$ cat config.mk
export PLATFORM = sky130hd
export DESIGN_NAME = s2_kes_dcme_array
export DESIGN_NICKNAME = d
export VERILOG_FILES = /design/src/rtl/s2_kes_dcme_array.sv
export SDC_FILE = /design/constraint.sdc
export NUM_CORES = 2
export LEC_CHECK = 0
export BUFFER_PORTS_ARGS = -buffer_cell sky130_fd_sc_hd__buf_2
export CELL_PAD_IN_SITES_DETAIL_PLACEMENT = 2
export CELL_PAD_IN_SITES_GLOBAL_PLACEMENT = 2
export CORE_ASPECT_RATIO = 0.8
export CORE_MARGIN = 5
export CORE_UTILIZATION = 36
export CTS_CLUSTER_SIZE = 16
export DETAILED_ROUTE_END_ITERATION = 8
export PLACE_DENSITY_LB_ADDON = 0.15
export SETUP_SLACK_MARGIN = 0.4
export SLEW_MARGIN = 20
export SYNTH_ARGS = -nofsm -noshare
export SYNTH_HDL_FRONTEND = slang
export SYNTH_SLANG_ARGS = --single-unit
$ cat constraint.sdc
create_clock -name clk -period 4.45 [get_ports clk]
set_clock_uncertainty 0.1 [all_clocks]
set_input_delay 0.445 -clock clk [delete_from_list [all_inputs] [get_ports clk]]
set_output_delay 0.445 -clock clk [all_outputs]
set_load 0.005 [all_outputs]
$ cat src/rtl/s2_kes_dcme_array.sv
// Degree-computationless modified-Euclidean key-equation solver: N-cell systolic array over
// GF(2^M) running ITER iterations per codeword, with load/stall/valid-ready control.
module s2_kes_dcme_array #(
  parameter int unsigned M         = 8,
  parameter logic [M:0]  PRIM_POLY = 9'h11D,
  parameter int unsigned N         = 17,
  parameter int unsigned ITER      = 16,
  parameter int unsigned DW        = $clog2(ITER) + 2,
  parameter int unsigned CW        = $clog2(ITER + 1)
) (
  input  logic            clk,
  input  logic            rst,
  input  logic            start,
  output logic            in_ready,
  input  logic [N*M-1:0]  r_init,
  input  logic [N*M-1:0]  q_init,
  input  logic            stall,
  output logic            busy,
  output logic            out_valid,
  input  logic            out_ready,
  output logic [N*M-1:0]  r_final,
  output logic [N*M-1:0]  q_final,
  output logic [DW-1:0]   deg_diff,
  output logic [CW-1:0]   swap_cnt
);

  typedef enum logic [1:0] {StIdle, StRun, StDone} state_e;

  localparam logic [DW-1:0] DOne = DW'(1);
  localparam logic [CW-1:0] COne = CW'(1);
  localparam logic [CW-1:0] ILast = CW'(ITER - 1);

  function automatic logic [M-1:0] gf_mul(input logic [M-1:0] x, input logic [M-1:0] y);
    logic [M-1:0] acc;
    logic [M-1:0] sh;
    acc = '0;
    sh  = x;
    for (int k = 0; k < int'(M); k++) begin
      if (y[k]) acc = acc ^ sh;
      sh = sh[M-1] ? ((sh << 1) ^ PRIM_POLY[M-1:0]) : (sh << 1);
    end
    return acc;
  endfunction

  state_e        state_q, state_d;
  logic [M-1:0]  r_q [N];
  logic [M-1:0]  r_d [N];
  logic [M-1:0]  q_q [N];
  logic [M-1:0]  q_d [N];
  logic [M-1:0]  r_up [N+1];
  logic [M-1:0]  q_up [N+1];
  logic [M-1:0]  upd [N];
  logic [DW-1:0] d_q, d_d;
  logic [CW-1:0] sc_q, sc_d;
  logic [CW-1:0] iter_q, iter_d;
  logic [M-1:0]  lead_a, lead_b;

  assign lead_a = r_q[0];
  assign lead_b = q_q[0];

  // Neighbour view with an implicit zero cell past the end of the array.
  always_comb begin
    for (int i = 0; i < int'(N); i++) begin
      r_up[i] = r_q[i];
      q_up[i] = q_q[i];
    end
    r_up[N] = '0;
    q_up[N] = '0;
    for (int i = 0; i < int'(N); i++) begin
      upd[i] = gf_mul(lead_b, r_up[i+1]) ^ gf_mul(lead_a, q_up[i+1]);
    end
  end

  always_comb begin
    state_d = state_q;
    d_d     = d_q;
    sc_d    = sc_q;
    iter_d  = iter_q;
    for (int i = 0; i < int'(N); i++) begin
      r_d[i] = r_q[i];
      q_d[i] = q_q[i];
    end
    unique case (state_q)
      StIdle: begin
        if (start) begin
          for (int i = 0; i < int'(N); i++) begin
            r_d[i] = r_init[i*M +: M];
            q_d[i] = q_init[i*M +: M];
          end
          d_d     = '0;
          sc_d    = '0;
          iter_d  = '0;
          state_d = StRun;
        end
      end
      StRun: begin
        if (!stall) begin
          iter_d = iter_q + COne;
          if (iter_q == ILast) state_d = StDone;
          if (lead_b == '0) begin
            for (int i = 0; i < int'(N); i++) q_d[i] = q_up[i+1];
            d_d = d_q - DOne;
          end else if ((lead_a != '0) && d_q[DW-1]) begin
            for (int i = 0; i < int'(N); i++) begin
              r_d[i] = upd[i];
              q_d[i] = r_q[i];
            end
            d_d  = ~d_q;  // -d-1 in two's complement
            sc_d = sc_q + COne;
          end else begin
            for (int i = 0; i < int'(N); i++) r_d[i] = upd[i];
            d_d = d_q - DOne;
          end
        end
      end
      StDone: begin
        if (out_ready) state_d = StIdle;
      end
      default: state_d = StIdle;
    endcase
  end

  always_ff @(posedge clk) begin
    if (rst) begin
      state_q <= StIdle;
      d_q     <= '0;
      sc_q    <= '0;
      iter_q  <= '0;
      for (int i = 0; i < int'(N); i++) begin
        r_q[i] <= '0;
        q_q[i] <= '0;
      end
    end else begin
      state_q <= state_d;
      d_q     <= d_d;
      sc_q    <= sc_d;
      iter_q  <= iter_d;
      for (int i = 0; i < int'(N); i++) begin
        r_q[i] <= r_d[i];
        q_q[i] <= q_d[i];
      end
    end
  end

  always_comb begin
    for (int i = 0; i < int'(N); i++) begin
      r_final[i*M +: M] = r_q[i];
      q_final[i*M +: M] = q_q[i];
    end
  end

  assign in_ready  = (state_q == StIdle);
  assign busy      = (state_q == StRun);
  assign out_valid = (state_q == StDone);
  assign deg_diff  = d_q;
  assign swap_cnt  = sc_q;

endmodule

==> results by group <==
Clock tree
  – Clk Latency, worst-skew pair: 0.64 ns
  – Post_cts resized: 0
  – Root Driver: clkbuf_16
  – Max Root-Sink Buffers: 3
  – TritonCTS Buffers: 41
  – H-tree level count: 2
  – Setup bufs post-CTS: 0
  – CTS tree: built
  – Clock sink count: 290
  – CTS Hold Bufs: 32
  – Clk slew on worst S/H paths: 0.06 ns

Worst setup path
  – Cell breakdown of the critical path: buf_4 > nand2b_2 > o21ai_0 > a22oi_1 > xor2_1 > xnor2_1 > xnor2_1 > a2111oi_0 > a31o_2
  – Crit-path most repeated cell: xnor2_1
  – Reg2reg path depth: 9
  – R2R Setup Slk: 0.55 ns
  – Crit path launch type: flip-flop
  – Arrival time worst endpoint: 4.36 ns
  – CP max FO: 24
  – RR Endpoint: r_q[0][0]
  – CP Class: flip-flop to flip-flop
  – Max incr delay on CP: 0.81 ns
  – Setup crit end kind: flip-flop
  – Reg-to-Reg Start: r_q[0][7]
  – Slowest CP cell: dfxtp_4
  – Worst EP required: 4.92 ns

Synthesis
  – Number of enable flip-flop cells after synthesis: 0
  – Sequential share of the synthesized area: 13.8%
  – Main synth FF type: dfxtp_1
  – Simple-Gate Fraction of Synth Area: 22.9%
  – Adder-Cell Fraction of Synth Area: less than 1%
  – Top cells by count, synth: 2042 x nand2_1, 1388 x xnor2_1, 408 x clkbuf_1
  – Cell taking the most area after synthesis: xnor2_1
  – Synth Area in Compound Gates: 12.5%
  – Post-Syn Instances: ~6.3k
  – Xor and xnor area share after synthesis: around two fifths
  – FFs w/ async S/R, synth: 0%
  – Most numerous cell in the Yosys netlist: nand2_1
  – Multiplexer share of the synthesized area: 3.23%
  – Yosys top cell area share: between 20 and 30%
  – Flops & latches, synth: 290
  – Largest family of logic cells by synthesized area: XOR/XNOR gates
  – Top cells by area, synth: xnor2_1 29%, nand2_1 18%, dfxtp_1 14%
  – Yosys warns: 0
  – Post-synthesis net count: 6533
  – Synth cell types: 58
  – Synthesized area: between 40000 and 50000 sq um
  – Post-Synthesis Mean Instance Area: approximately 6.7 sq um

Pwr
  – Pleak: 16.4 nW
  – Worst vdd ir: between 0.0003 and 0.0004 V
  – Power Total: ~23 mW
  – PwrDens: around 500 nW/um^2

Timing
  – Crit path time final: slightly below 4 ns
  – Slew Limit Fails: 0
  – Setup WS post-layout: around 0.55 ns
  – Period utilization: roughly 88%
  – Setup violators final: 0
  – Max Freq: 257 MHz
  – RSZ-0062 raised after global routing: false
  – Hold Fails Final Rpt: 0
  – Slew margin rel.: about a fifth
  – Slew @ Worst Pin: roughly 1.2 ns
  – Setup TNS: 0 ns

Global route
  – Initial antenna violation count: 14
  – First-pass GRT wire length: 350000 um
  – GR Util All Layers: 38.1%
  – Aggregate global routing overflow: 0
  – Largest net degree at the start of global routing: 144
  – Vias in the first global route: 49.9k

Placement
  – IO buf count: 562
  – Gpl congestion: 0.896
  – Half-perimeter wire length after placement: 161000 um
  – Post-DP Area: 45900 sq um
  – Setup WS pre-CTS: around 0.64 ns

Worst hold path
  – HP Class: input port to flip-flop
  – Hold Path Sink: q_q[1][0]
  – Hold Crit Depth: 3
  – Hold path startpoint: q_init[128]

Routing
  – Vias per inst: 6.00
  – Vias post-DR: 47.8k
  – Total Wirelength: about 250000 um
  – Post-route ant nets: 0
  – Drc violations: 0
  – DR iter-0 viols: approximately 4k
  – Wire per inst: 30.9 um
  – 1st-pass router iterations: 5

Run
  – Max_cap viols: 0

Finish
  – # nets final: roughly 6.7k
  – Share of cells above drive strength 1: 13.5%
  – Fin area: between 40000 and 50000 sq um
  – Area growth from synthesis to layout: 13.7%

Die
  – Num ports: 563
  – Die ar.: 124000 sq um
  – Row count: 112
  – Core area: 116000 sq um
  – Die X: a little under 400 um
  – Initial Util: 36.1%
  – Die Ht: 316 um

Status
  – Status: finished clean
[worst max-delay path by stage]
stage | start | endpoint | slack (ns) | depth (start not counted)
floorplan | r_q[0][7] | r_q[0][2] | 1.82 | 11
global placement | r_q[0][5] | r_q[0][37] | 0.81 | 9
detailed placement | r_q[0][7] | r_q[0][0] | 0.64 | 9
CTS | r_q[0][7] | r_q[0][0] | 0.68 | 9
global route | r_q[0][7] | r_q[0][0] | 0.54 | 9
finish | r_q[0][7] | r_q[0][0] | 0.55 | 9
[state kept, by name, summed over array words and instances (netlist names)]
signal,flops
deg_diff,6
iter_q,5
q_q,136
r_q,136
state_q,2
swap_cnt,5
[metal layers]
metal	GRT usage (%)	vias to the layer above	routed length, um
met4	17.5	6	12800
li1	-	20079	-
met2	61.6	2495	109000
met5	0	-	34
met3	6.54	653	22100
met1	49.8	24598	102000
[area by class of cell]
cell class | instances | area [sq um]
fillers | 14069 | 68500
multi-input cells | 5322 | 34000
flip-flops and latches | 290 | 5860
repair buffers | 729 | 4430
well taps | 1539 | 1930
clock buffers | 58 | 1230
clock inverters | 17 | 287
inverters | 9 | 41.3
diodes | 7 | 17.5
[where the power goes]
group | leakage [nW] | total [mW] | internal, mW | switching (mW)
Combinational | 13.3 | 14.5 | 5.42 | 9.10
Clock | 0.724 | 3.95 | 2.34 | 1.61
Sequential | 2.39 | 4.86 | 2.94 | 1.92
Total | 16.4 | 23.3 | 10.7 | 12.6
[critical path: cells and delay by family (launching register included)]
family	cells	cell delay (ns)
compound gates	4	1.21
flops	1	0.81
simple gates	1	0.75
xor+xnor	3	0.51
buf+inv	1	0.41
[cells in the final DEF (no fill, tap or decap), drive strengths merged, types with 5 or more instances in the layout]
cell	instances
a211o	41
a211oi	130
a21oi	237
a221oi	9
a22o	18
a22oi	107
a31o	5
a31oi	11
and3	19
buf	697
bufinv	7
clkbuf	58
clkinvlp	6
dfxtp	290
diode	7
dlygate4sd3	32
inv	10
mux2	5
mux2i	130
nand2	2042
nand2b	20
nor2	380
nor2b	5
nor3	16
o211ai	26
o21ai	230
o22ai	18
xnor2	1398
xnor3	55
xor2	369
xor3	7
[metrics by stage]
step                      std cells  hold slack, ns  utilization (%)
final                          7971          0.0182             41.1
after global routing           7964         0.00825             41.1
after CTS                      7964        0.000315             41.1
after detailed placement       7857           0.391             39.5
after global placement         7857           0.362             39.5
after floorplan                6252           0.357                -
[cells by family after synthesis]
logic type                 count (synthesis)
buffers and inverters                    640
adders and majority gates                  4
DFF                                      290
and+or+nand+nor                         2508
xor gates and xnor gates                1829
muxes                                    135
AOI/OAI and AO/OA                        846
Power figures use the tool's default switching activity.
